**config.mk**
```make
export PLATFORM = sky130hd
export DESIGN_NAME = vga_sync_gen
export DESIGN_NICKNAME = d
export VERILOG_FILES = /design/src/rtl/vga_sync_gen.sv
export SDC_FILE = /design/constraint.sdc
export NUM_CORES = 1
export LEC_CHECK = 0
export ABC_AREA = 1
export ABC_CLOCK_PERIOD_IN_PS = 1850
export BUFFER_PORTS_ARGS = -buffer_cell sky130_fd_sc_hd__buf_2
export CAP_MARGIN = 0
export CORE_MARGIN = 3
export CORE_UTILIZATION = 30
export DETAILED_ROUTE_END_ITERATION = 8
export GPL_TIMING_DRIVEN = 0
export HOLD_SLACK_MARGIN = 0.12
export PLACE_DENSITY = 0.52
export SKIP_LAST_GASP = 1
export SLEW_MARGIN = 20
export SYNTH_ARGS = -nofsm -noshare
export SYNTH_HDL_FRONTEND = slang
export SYNTH_SLANG_ARGS = --single-unit
```
**constraint.sdc**
```tcl
create_clock -name clk -period 1.85 [get_ports clk]
set_input_delay 0.37 -clock clk [delete_from_list [all_inputs] [get_ports clk]]
set_output_delay 0.37 -clock clk [all_outputs]
set_load 0.05 [all_outputs]
```
**src/rtl/vga_sync_gen.sv**
```systemverilog
// ---------------------------------------------------------------------------
// vga_sync_gen
//
// VGA 640x480 @ 60 Hz timing generator.
// It divides the system clock by DIV to produce the pixel rate.
// It runs the horizontal and vertical pixel counters.
// It drives the active-low sync pulses, the video_on qualifier and a
// frame_end strobe for the text pixel generator.
//
// Every output is a register. The sync outputs, video_on, p_tick and
// frame_end are all computed from the *next* counter values. As a result,
// every output describes the same pixel in the same clk cycle.
//
// Ports
//   clk        in   system clock (100 MHz)
//   reset_n    in   asynchronous, active-low reset
//   hsync      out  horizontal sync, active low
//   vsync      out  vertical sync, active low
//   video_on   out  current pixel lies inside the visible area
//   p_tick     out  one-clk pixel strobe, once every DIV clocks
//   pixel_x    out  horizontal counter, 0 .. H_TOT-1
//   pixel_y    out  vertical counter,   0 .. V_TOT-1
//   frame_end  out  one-clk pulse while the last pixel of a frame is shown
// ---------------------------------------------------------------------------
module vga_sync_gen #(
  parameter int DIV    = 4,
  parameter int H_VIS  = 640,
  parameter int H_FP   = 16,
  parameter int H_SYNC = 96,
  parameter int H_BP   = 48,
  parameter int V_VIS  = 480,
  parameter int V_FP   = 10,
  parameter int V_SYNC = 2,
  parameter int V_BP   = 33
) (
  input  logic       clk,
  input  logic       reset_n,
  output logic       hsync,
  output logic       vsync,
  output logic       video_on,
  output logic       p_tick,
  output logic [9:0] pixel_x,
  output logic [9:0] pixel_y,
  output logic       frame_end
);

  localparam int H_TOT = H_VIS + H_FP + H_SYNC + H_BP;
  localparam int V_TOT = V_VIS + V_FP + V_SYNC + V_BP;
  localparam int DIV_W = (DIV > 1) ? $clog2(DIV) : 1;

  localparam logic [DIV_W-1:0] DIV_LAST = DIV_W'(DIV - 1);
  localparam logic [DIV_W-1:0] DIV_ONE  = DIV_W'(1);

  localparam logic [9:0] H_LAST       = 10'(H_TOT - 1);
  localparam logic [9:0] H_VIS_END    = 10'(H_VIS);
  localparam logic [9:0] H_SYNC_FIRST = 10'(H_VIS + H_FP);
  localparam logic [9:0] H_SYNC_LAST  = 10'(H_VIS + H_FP + H_SYNC - 1);

  localparam logic [9:0] V_LAST       = 10'(V_TOT - 1);
  localparam logic [9:0] V_VIS_END    = 10'(V_VIS);
  localparam logic [9:0] V_SYNC_FIRST = 10'(V_VIS + V_FP);
  localparam logic [9:0] V_SYNC_LAST  = 10'(V_VIS + V_FP + V_SYNC - 1);

  // Current state registers
  logic [DIV_W-1:0] div_cnt_r;
  logic [9:0]       x_r;
  logic [9:0]       y_r;
  logic             hsync_r;
  logic             vsync_r;
  logic             video_on_r;
  logic             p_tick_r;
  logic             frame_end_r;

  // Next-state values
  logic [DIV_W-1:0] div_cnt_s;
  logic [9:0]       x_s;
  logic [9:0]       y_s;
  logic             pix_adv_s;
  logic             line_wrap_s;
  logic             hsync_s;
  logic             vsync_s;
  logic             video_on_s;
  logic             p_tick_s;
  logic             frame_end_s;

  // Pixel-rate divider: the counters step on the edge that ends a p_tick cycle.
  always_comb begin
    div_cnt_s = div_cnt_r;
    pix_adv_s = (div_cnt_r == DIV_LAST);
    if (pix_adv_s) begin
      div_cnt_s = '0;
    end else begin
      div_cnt_s = div_cnt_r + DIV_ONE;
    end
  end

  // Horizontal and vertical next-count.
  // y only moves on the edge where x wraps.
  always_comb begin
    x_s         = x_r;
    y_s         = y_r;
    line_wrap_s = pix_adv_s && (x_r == H_LAST);
    if (pix_adv_s) begin
      if (line_wrap_s) begin
        x_s = 10'd0;
      end else begin
        x_s = x_r + 10'd1;
      end
    end else begin
      x_s = x_r;
    end
    if (line_wrap_s) begin
      if (y_r == V_LAST) begin
        y_s = 10'd0;
      end else begin
        y_s = y_r + 10'd1;
      end
    end else begin
      y_s = y_r;
    end
  end

  // Decode the outputs from the next counter values.
  // This keeps them aligned with pixel_x/pixel_y, with no extra cycle of lag.
  always_comb begin
    hsync_s     = !((x_s >= H_SYNC_FIRST) && (x_s <= H_SYNC_LAST));
    vsync_s     = !((y_s >= V_SYNC_FIRST) && (y_s <= V_SYNC_LAST));
    video_on_s  = (x_s < H_VIS_END) && (y_s < V_VIS_END);
    p_tick_s    = (div_cnt_s == DIV_LAST);
    frame_end_s = p_tick_s && (x_s == H_LAST) && (y_s == V_LAST);
  end

  // State and output registers, with asynchronous reset to the idle pixel (0,0).
  always_ff @(posedge clk or negedge reset_n) begin
    if (!reset_n) begin
      div_cnt_r   <= '0;
      x_r         <= 10'd0;
      y_r         <= 10'd0;
      hsync_r     <= 1'b1;
      vsync_r     <= 1'b1;
      video_on_r  <= 1'b0;
      p_tick_r    <= 1'b0;
      frame_end_r <= 1'b0;
    end else begin
      div_cnt_r   <= div_cnt_s;
      x_r         <= x_s;
      y_r         <= y_s;
      hsync_r     <= hsync_s;
      vsync_r     <= vsync_s;
      video_on_r  <= video_on_s;
      p_tick_r    <= p_tick_s;
      frame_end_r <= frame_end_s;
    end
  end

  assign hsync     = hsync_r;
  assign vsync     = vsync_r;
  assign video_on  = video_on_r;
  assign p_tick    = p_tick_r;
  assign pixel_x   = x_r;
  assign pixel_y   = y_r;
  assign frame_end = frame_end_r;

  vga_sync_gen_chk #(
    .H_VIS  (H_VIS),
    .H_FP   (H_FP),
    .H_SYNC (H_SYNC),
    .H_BP   (H_BP),
    .V_VIS  (V_VIS),
    .V_FP   (V_FP),
    .V_SYNC (V_SYNC),
    .V_BP   (V_BP)
  ) u_chk (
    .clk       (clk),
    .reset_n   (reset_n),
    .hsync     (hsync_r),
    .vsync     (vsync_r),
    .video_on  (video_on_r),
    .p_tick    (p_tick_r),
    .pixel_x   (x_r),
    .pixel_y   (y_r),
    .frame_end (frame_end_r)
  );

endmodule

// ---------------------------------------------------------------------------
// vga_sync_gen_chk
//
// Consistency properties between the registered counters and the decoded
// outputs of vga_sync_gen. All ports are inputs, and the module holds no
// state of its own.
//
// Ports
//   clk, reset_n                 clock and asynchronous active-low reset
//   hsync, vsync, video_on       decoded outputs under observation
//   p_tick, frame_end            strobes under observation
//   pixel_x, pixel_y             counters under observation
// ---------------------------------------------------------------------------
module vga_sync_gen_chk #(
  parameter int H_VIS  = 640,
  parameter int H_FP   = 16,
  parameter int H_SYNC = 96,
  parameter int H_BP   = 48,
  parameter int V_VIS  = 480,
  parameter int V_FP   = 10,
  parameter int V_SYNC = 2,
  parameter int V_BP   = 33
) (
  input logic       clk,
  input logic       reset_n,
  input logic       hsync,
  input logic       vsync,
  input logic       video_on,
  input logic       p_tick,
  input logic [9:0] pixel_x,
  input logic [9:0] pixel_y,
  input logic       frame_end
);

  localparam logic [9:0] H_LAST       = 10'(H_VIS + H_FP + H_SYNC + H_BP - 1);
  localparam logic [9:0] V_LAST       = 10'(V_VIS + V_FP + V_SYNC + V_BP - 1);
  localparam logic [9:0] H_VIS_END    = 10'(H_VIS);
  localparam logic [9:0] V_VIS_END    = 10'(V_VIS);
  localparam logic [9:0] H_SYNC_FIRST = 10'(H_VIS + H_FP);
  localparam logic [9:0] H_SYNC_LAST  = 10'(H_VIS + H_FP + H_SYNC - 1);
  localparam logic [9:0] V_SYNC_FIRST = 10'(V_VIS + V_FP);
  localparam logic [9:0] V_SYNC_LAST  = 10'(V_VIS + V_FP + V_SYNC - 1);

  a_x_range : assert property (@(posedge clk) disable iff (!reset_n)
    pixel_x <= H_LAST)
    else $error("vga_sync_gen_chk: pixel_x out of range");

  a_y_range : assert property (@(posedge clk) disable iff (!reset_n)
    pixel_y <= V_LAST)
    else $error("vga_sync_gen_chk: pixel_y out of range");

  a_hsync : assert property (@(posedge clk) disable iff (!reset_n)
    hsync == !((pixel_x >= H_SYNC_FIRST) && (pixel_x <= H_SYNC_LAST)))
    else $error("vga_sync_gen_chk: hsync disagrees with pixel_x");

  a_vsync : assert property (@(posedge clk) disable iff (!reset_n)
    vsync == !((pixel_y >= V_SYNC_FIRST) && (pixel_y <= V_SYNC_LAST)))
    else $error("vga_sync_gen_chk: vsync disagrees with pixel_y");

  a_video : assert property (@(posedge clk) disable iff (!reset_n)
    video_on |-> ((pixel_x < H_VIS_END) && (pixel_y < V_VIS_END)))
    else $error("vga_sync_gen_chk: video_on outside visible area");

  a_frame_end : assert property (@(posedge clk) disable iff (!reset_n)
    frame_end |-> (p_tick && (pixel_x == H_LAST) && (pixel_y == V_LAST)))
    else $error("vga_sync_gen_chk: frame_end away from last pixel");

endmodule
```
== After elaboration in Yosys (flattened, before gate mapping) ==
Index checks and enable logic that the tools add are counted.
W data, S select, Z words.
Word-level totals
  bits in registers: 27
  bits of input ports: 2
  output and inout port bits: 25
  word-level logic and storage cells: 36
Cells by class
  add/subtract/negate cells: 3
  order comparisons: 6
  equality and inequality tests: 6
  multiplexer cells: 5
  reductions and logical operators: 8
Operators with widths (count)
  $eq A10 B10 Y1 const B: 4
  $mux W10: 4
  $add A10 B1 Y10 const B: 2
  $ge A10 B10 Y1 const B: 1
  $ge A10 B9 Y1 const B: 1
  $le A10 B10 Y1 const B: 1
  $le A10 B9 Y1 const B: 1
  $lt A10 B10 Y1 const B: 1
  $lt A10 B9 Y1 const B: 1
  $logic_and A1 B1 Y1: 6
  $eq A2 B2 Y1 const B: 2
  $add A2 B1 Y2 const B: 1
  $logic_not A1 Y1: 2
  $mux W2: 1

== Longest topological paths before layout ==
  word-level depth: 7
  depth in mapped cells: 13
  mapped depth without buffers: 13

== Worst setup path before layout ==
OpenSTA, ideal clock, no wires.
  path kind: register -> register
  from: reg x_r[0] (netlist: pixel_x[0])
  to: reg video_on_r (netlist: video_on)
  library setup time: 119 ps
  data arrival time: 1810 ps
  data required time: 1731 ps
  path slack: -79 ps
  cell stages (with the launch flop): 12
  buffers on the path: 1
  period minus slack after synthesis: 1929 ps
  path through: dfrtp_1 -> ha_1 -> nand2_2 -> clkinv_2 -> nand3_2 -> nor2_4 -> buf_6 -> nand3_1 -> nand2_2 -> nand3_1 -> o21ai_1 -> nor2_1
On the way
  word-level cells in the longest chain between the ends: 6
  elaborated cells between the ends (all ways): 9
  those cells by class: add/sub (1); order compare (2); eq/ne (1); mux (3); reduce/logical (2)
Ends and longest elaborated chain
  start: declaration: RTL line 66  | logic [9:0] x_r;
  start signal: assignment: RTL line 146  | x_r <= x_s;
  parallel branches: the longest is 5 deep, another holds $add A10 B1 Y10
  $logic_and A1 B1 Y1 *: RTL line 128  | video_on_s = (x_s < H_VIS_END) && (y_s < V_VIS_END);
  net video_on_s: RTL line 82  | logic video_on_s;
  end signal: assignment: RTL line 150  | video_on_r <= video_on_s;
  end: declaration: RTL line 70  | logic video_on_r;
Mark *: on every way through the listed nets, which the timed path passes.

== Worst setup path in the final report ==
  from: reg y_r[0] (netlist: pixel_y[0])
  to: reg frame_end_r (netlist: frame_end)
On the way
  word-level cells in the longest chain between the ends: 5
  elaborated cells between the ends (all ways): 6
  those cells by class: add/sub (1); eq/ne (2); mux (2); reduce/logical (1)
Ends and longest elaborated chain
  start: declaration: RTL line 67  | logic [9:0] y_r;
  start signal: assignment: RTL line 147  | y_r <= y_s;
  $add A10 B1 Y10 / $eq A10 B10 Y1 (equally long branches): RTL line 116, 113
  $mux W10: RTL line 113  | if (y_r == V_LAST) begin
  $mux W10 *: RTL line 112  | if (line_wrap_s) begin
  $eq A10 B10 Y1 *: RTL line 130  | frame_end_s = p_tick_s && (x_s == H_LAST) && (y_s == V_LAST);
  $logic_and A1 B1 Y1 *: RTL line 130
  net frame_end_s: RTL line 84  | logic frame_end_s;
  end signal: assignment: RTL line 152  | frame_end_r <= frame_end_s;
  end: declaration: RTL line 72  | logic frame_end_r;
The timed path passes the listed nets; every way through them passes the cells marked *.

==> results.py <==
metrics = {
    "status": {
        "outcome": "finished clean",
    },
    "sta": {
        "report.final.setup_viol": 0,
        "finalCritPeriodShare": 0.947,
        "maxSlewViolCount": 0,
        "final_period_minus_worst_setup_slack_ns": 1.75,
        "tns_ns": 0,
        "final.setup_skew_ns": 0.00215,
        "setup_repair_after_global_routing_missed_its_margin": "yes",
        "maximum_clock_rate_mhz": 571,
        "worst_slew_margin_rel": 0.590,
        "hold_violations": 0,
        "tightest_pin_transition_ns": 0.615,
        "final.setup.worst_slack_ns": 0.0978,
    },
    "cts": {
        "cts-root-buf": "sky130_fd_sc_hd__clkbuf_8",
        "worst_setup_hold_path_clk_slew_ns": 0.09,
        "clkLatencyLatePin_ns": 0.27,
        "clock_tree.htree_level_count": 1,
        "cts_made_buffers": 3,
        "cts_max_path_buffers": 2,
        "numClockSinks": 27,
        "tritoncts": "built",
    },
    "yosys": {
        "yosysTopAreaCell": "sky130_fd_sc_hd__dfrtp_1",
        "synth_seq_cells": 27,
        "syn_area_um2": 1730,
        "synth_enable_flop_cells": 0,
        "ys.warnings.count": 0,
        "yosysSeqAreaShare": 0.392,
        "yosys-top-cells-area": "sky130_fd_sc_hd__dfrtp_1 (36%), sky130_fd_sc_hd__nand2_1 (15%), sky130_fd_sc_hd__inv_1 (8.7%), sky130_fd_sc_hd__nand3_1 (7.0%), sky130_fd_sc_hd__nor2_1 (6.7%)",
        "synthMostInstantiatedCell": "sky130_fd_sc_hd__nand2_1",
        "synthCells": 244,
        "synth_async_sr_flop_share": 1.00,
        "netlist.area_leader.share": 0.362,
        "synth_cell_types": 25,
        "ys.flop_type": "sky130_fd_sc_hd__dfrtp_1",
        "synthesis.nets": 251,
        "synth.avg_cell_area_um2": 7.08,
        "synth.cells.most_frequent": "sky130_fd_sc_hd__nand2_1 (70), sky130_fd_sc_hd__inv_1 (40), sky130_fd_sc_hd__nor2_1 (31)",
    },
    "grt": {
        "grt_antenna_before_repair": 0,
        "globalRoute.totalOverflow": 0,
        "grt_max_degree": 28,
        "first_pass_grt_wire_length_um": 6480,
        "vias_in_the_first_global_route": 1373,
        "gr-usage-all-layers": 0.124,
    },
    "min_path": {
        "hold_class": "input pin to asynchronous set/reset pin",
    },
    "power": {
        "pwr_density_cell_nw_per_um2": 442,
        "internal-power_uw": 745,
        "p_clk_frac": 0.357,
        "seqPwrFrac": 0.630,
        "finalPower_uw": 936,
        "leakage_nw": 1.09,
        "switching_power_uw": 191,
        "share_comb_of_total_power": 0.013,
        "swShare": 0.205,
        "peakVddDrop_uv": 265,
    },
    "die": {
        "chipHeight_um": 81.9,
        "fp.coreArea_um2": 5540,
        "floorplan.die_area_um2": 6710,
        "floorplan.initialDensity": 0.312,
        "ios": 27,
        "die_w_um": 81.9,
        "number_of_standard_cell_rows_in_the_floorplan": 27,
    },
    "critical_path": {
        "criticalPathCategory": "flop to flop",
        "critical_path_arrival_ns": 1.96,
        "setup.worst_path.end_class": "flop",
        "timing.critical_path.fanout_max": 4,
        "startpoint_type": "flop",
        "worst_ep_required_time_ns": 2.06,
    },
    "routing": {
        "drt_wl_total_um": 4020,
        "detail_route_antenna_nets": 0,
        "via_count": 1576,
        "post-route-drc-count": 0,
        "routedWlPerCell_um": 11.5,
        "via_per_inst": 4.52,
        "drt_first_iter_violations": 47,
        "drtPass1Iterations": 4,
    },
    "placement": {
        "hpwl_um": 3080,
        "port_buffers": 26,
        "dp_slack_ns": -0.0222,
        "last_weighted_congestion_value_of_the_routability_driven_placer": 0.841,
        "dpl-instance-area_um2": 1950,
    },
    "layout": {
        "postLayoutCellArea_um2": 2120,
        "finalNetCount": 285,
        "fraction_of_final_layout_cells_with_drive_strength_greater_than_1": 0.285,
        "area.growth.synth_to_final_pct": 22.6,
        "filler_cell_count": 605,
        "num_antenna_cells": 0,
    },
    "run": {
        "max-cap-violations": 0,
    },
}
==> state kept, by name (all words and copies together), names as in the netlist <==
| signal | count |
|---|---|
| pixel_x | 10 |
| pixel_y | 10 |
| div_cnt_r | 2 |
| frame_end | 1 |
| hsync | 1 |
| p_tick | 1 |
| video_on | 1 |
| vsync | 1 |
==> cell families after synthesis <==
family / share of synthesized area
buffers and inverters: 0.112
adders and majority gates: 0.0362
and+or+nand+nor: 0.410
DFF: 0.392
xor gates and xnor gates: 0.0101
AOI/OAI and AO/OA: 0.0398
==> metrics by stage <==
stage | utilization | hold slack, ns | cells
after detailed placement | 0.352 | 0.426 | 342
after CTS | 0.361 | 0.126 | 346
after global placement | 0.352 | 0.423 | 342
final | 0.382 | 0.100 | 349
after floorplan | - | 0.0744 | 244
after global routing | 0.382 | 0.150 | 349
==> power by group through the flow <==
| stage | clock [mW] | sequential (mW) | combinational, mW |
|---|---|---|---|
| floorplan | 0 | 0.602 | 0.000000562 |
| global placement | 0 | 0.601 | 0.0133 |
| detailed placement | 0 | 0.601 | 0.0134 |
| CTS | 0.345 | 0.590 | 0.0133 |
| global route | 0.368 | 0.590 | 0.0148 |
| finish | 0.334 | 0.590 | 0.0120 |
==> path summary, 6_finish.rpt <==
| path | cells after the start | endpoint | slack (ns) | startpoint |
|---|---|---|---|---|
| max | 12 | frame_end | 0.1 | pixel_y[0] |
| min | 1 | pixel_y[2] | 0.10 | reset_n |
| max reg2reg | 12 | frame_end | 0.1 | pixel_y[0] |
| min reg2reg | 1 | div_cnt_r[0] | 0.51 | div_cnt_r[0] |
| max in group asynchronous | 1 | pixel_x[1] | 1.31 | reset_n |
| min in group clk | 1 | div_cnt_r[0] | 0.51 | div_cnt_r[0] |
==> layout make-up <==
| cell class | count | area, um^2 | area share |
|---|---|---|---|
| Inverter | 45 | 171 | 0.0809 |
| Tap cell | 72 | 90.1 | 0.0425 |
| Timing Repair Buffer | 29 | 156 | 0.0738 |
| Clock buffer | 4 | 45.0 | 0.0213 |
| Buffer | 2 | 22.5 | 0.0106 |
| Multi-Input combinational cell | 170 | 951 | 0.449 |
| Sequential cell | 27 | 682 | 0.322 |
==> routing by layer <==
layer / up-vias / part of all wire / GRT usage
met5: - / 0 / 0
met3: 8 / 0.029 / 0.0154
met2: 28 / 0.46 / 0.204
met1: 719 / 0.49 / 0.167
li1: 821 / - / -
met4: 0 / 0.023 / 0.0449
==> what timing repair did <==
action                     in CTS  in global routing
hold buffers                    0                  0
gates resized for setup         1                 24
setup endpoints to repair       3                  4
gates cloned                    0                  1
pin swaps                       0                  7
buffers inserted                0                  2
==> layout by cell type, fill, tap and decap left out, types with 3 or more instances in the layout <==
cell	count
sky130_fd_sc_hd__nand2_1	67
sky130_fd_sc_hd__o21ai_2	4
sky130_fd_sc_hd__nor2_4	5
sky130_fd_sc_hd__dfrtp_2	3
sky130_fd_sc_hd__buf_2	26
sky130_fd_sc_hd__inv_2	4
sky130_fd_sc_hd__nand3_2	7
sky130_fd_sc_hd__buf_6	3
sky130_fd_sc_hd__nand3_1	20
sky130_fd_sc_hd__nand4_1	7
sky130_fd_sc_hd__o21ai_0	5
sky130_fd_sc_hd__nand2_2	8
sky130_fd_sc_hd__clkbuf_8	3
sky130_fd_sc_hd__nor2_2	5
sky130_fd_sc_hd__inv_1	39
sky130_fd_sc_hd__nor2_1	27
sky130_fd_sc_hd__dfrtp_1	22
==> critical path, stage by stage, from the launching register on <==
cell,delay [ns]
sky130_fd_sc_hd__dfrtp_1,0.44
sky130_fd_sc_hd__inv_2,0.11
sky130_fd_sc_hd__ha_1,0.18
sky130_fd_sc_hd__nand2_1,0.06
sky130_fd_sc_hd__nor2_1,0.11
sky130_fd_sc_hd__nand3_2,0.15
sky130_fd_sc_hd__nand2_2,0.12
sky130_fd_sc_hd__nand2_1,0.05
sky130_fd_sc_hd__nand2_1,0.09
sky130_fd_sc_hd__nand3_1,0.13
sky130_fd_sc_hd__nor2_4,0.12
sky130_fd_sc_hd__nand2_1,0.07
sky130_fd_sc_hd__nor2_2,0.07
No activity file was read; power rests on OpenSTA's default activity.
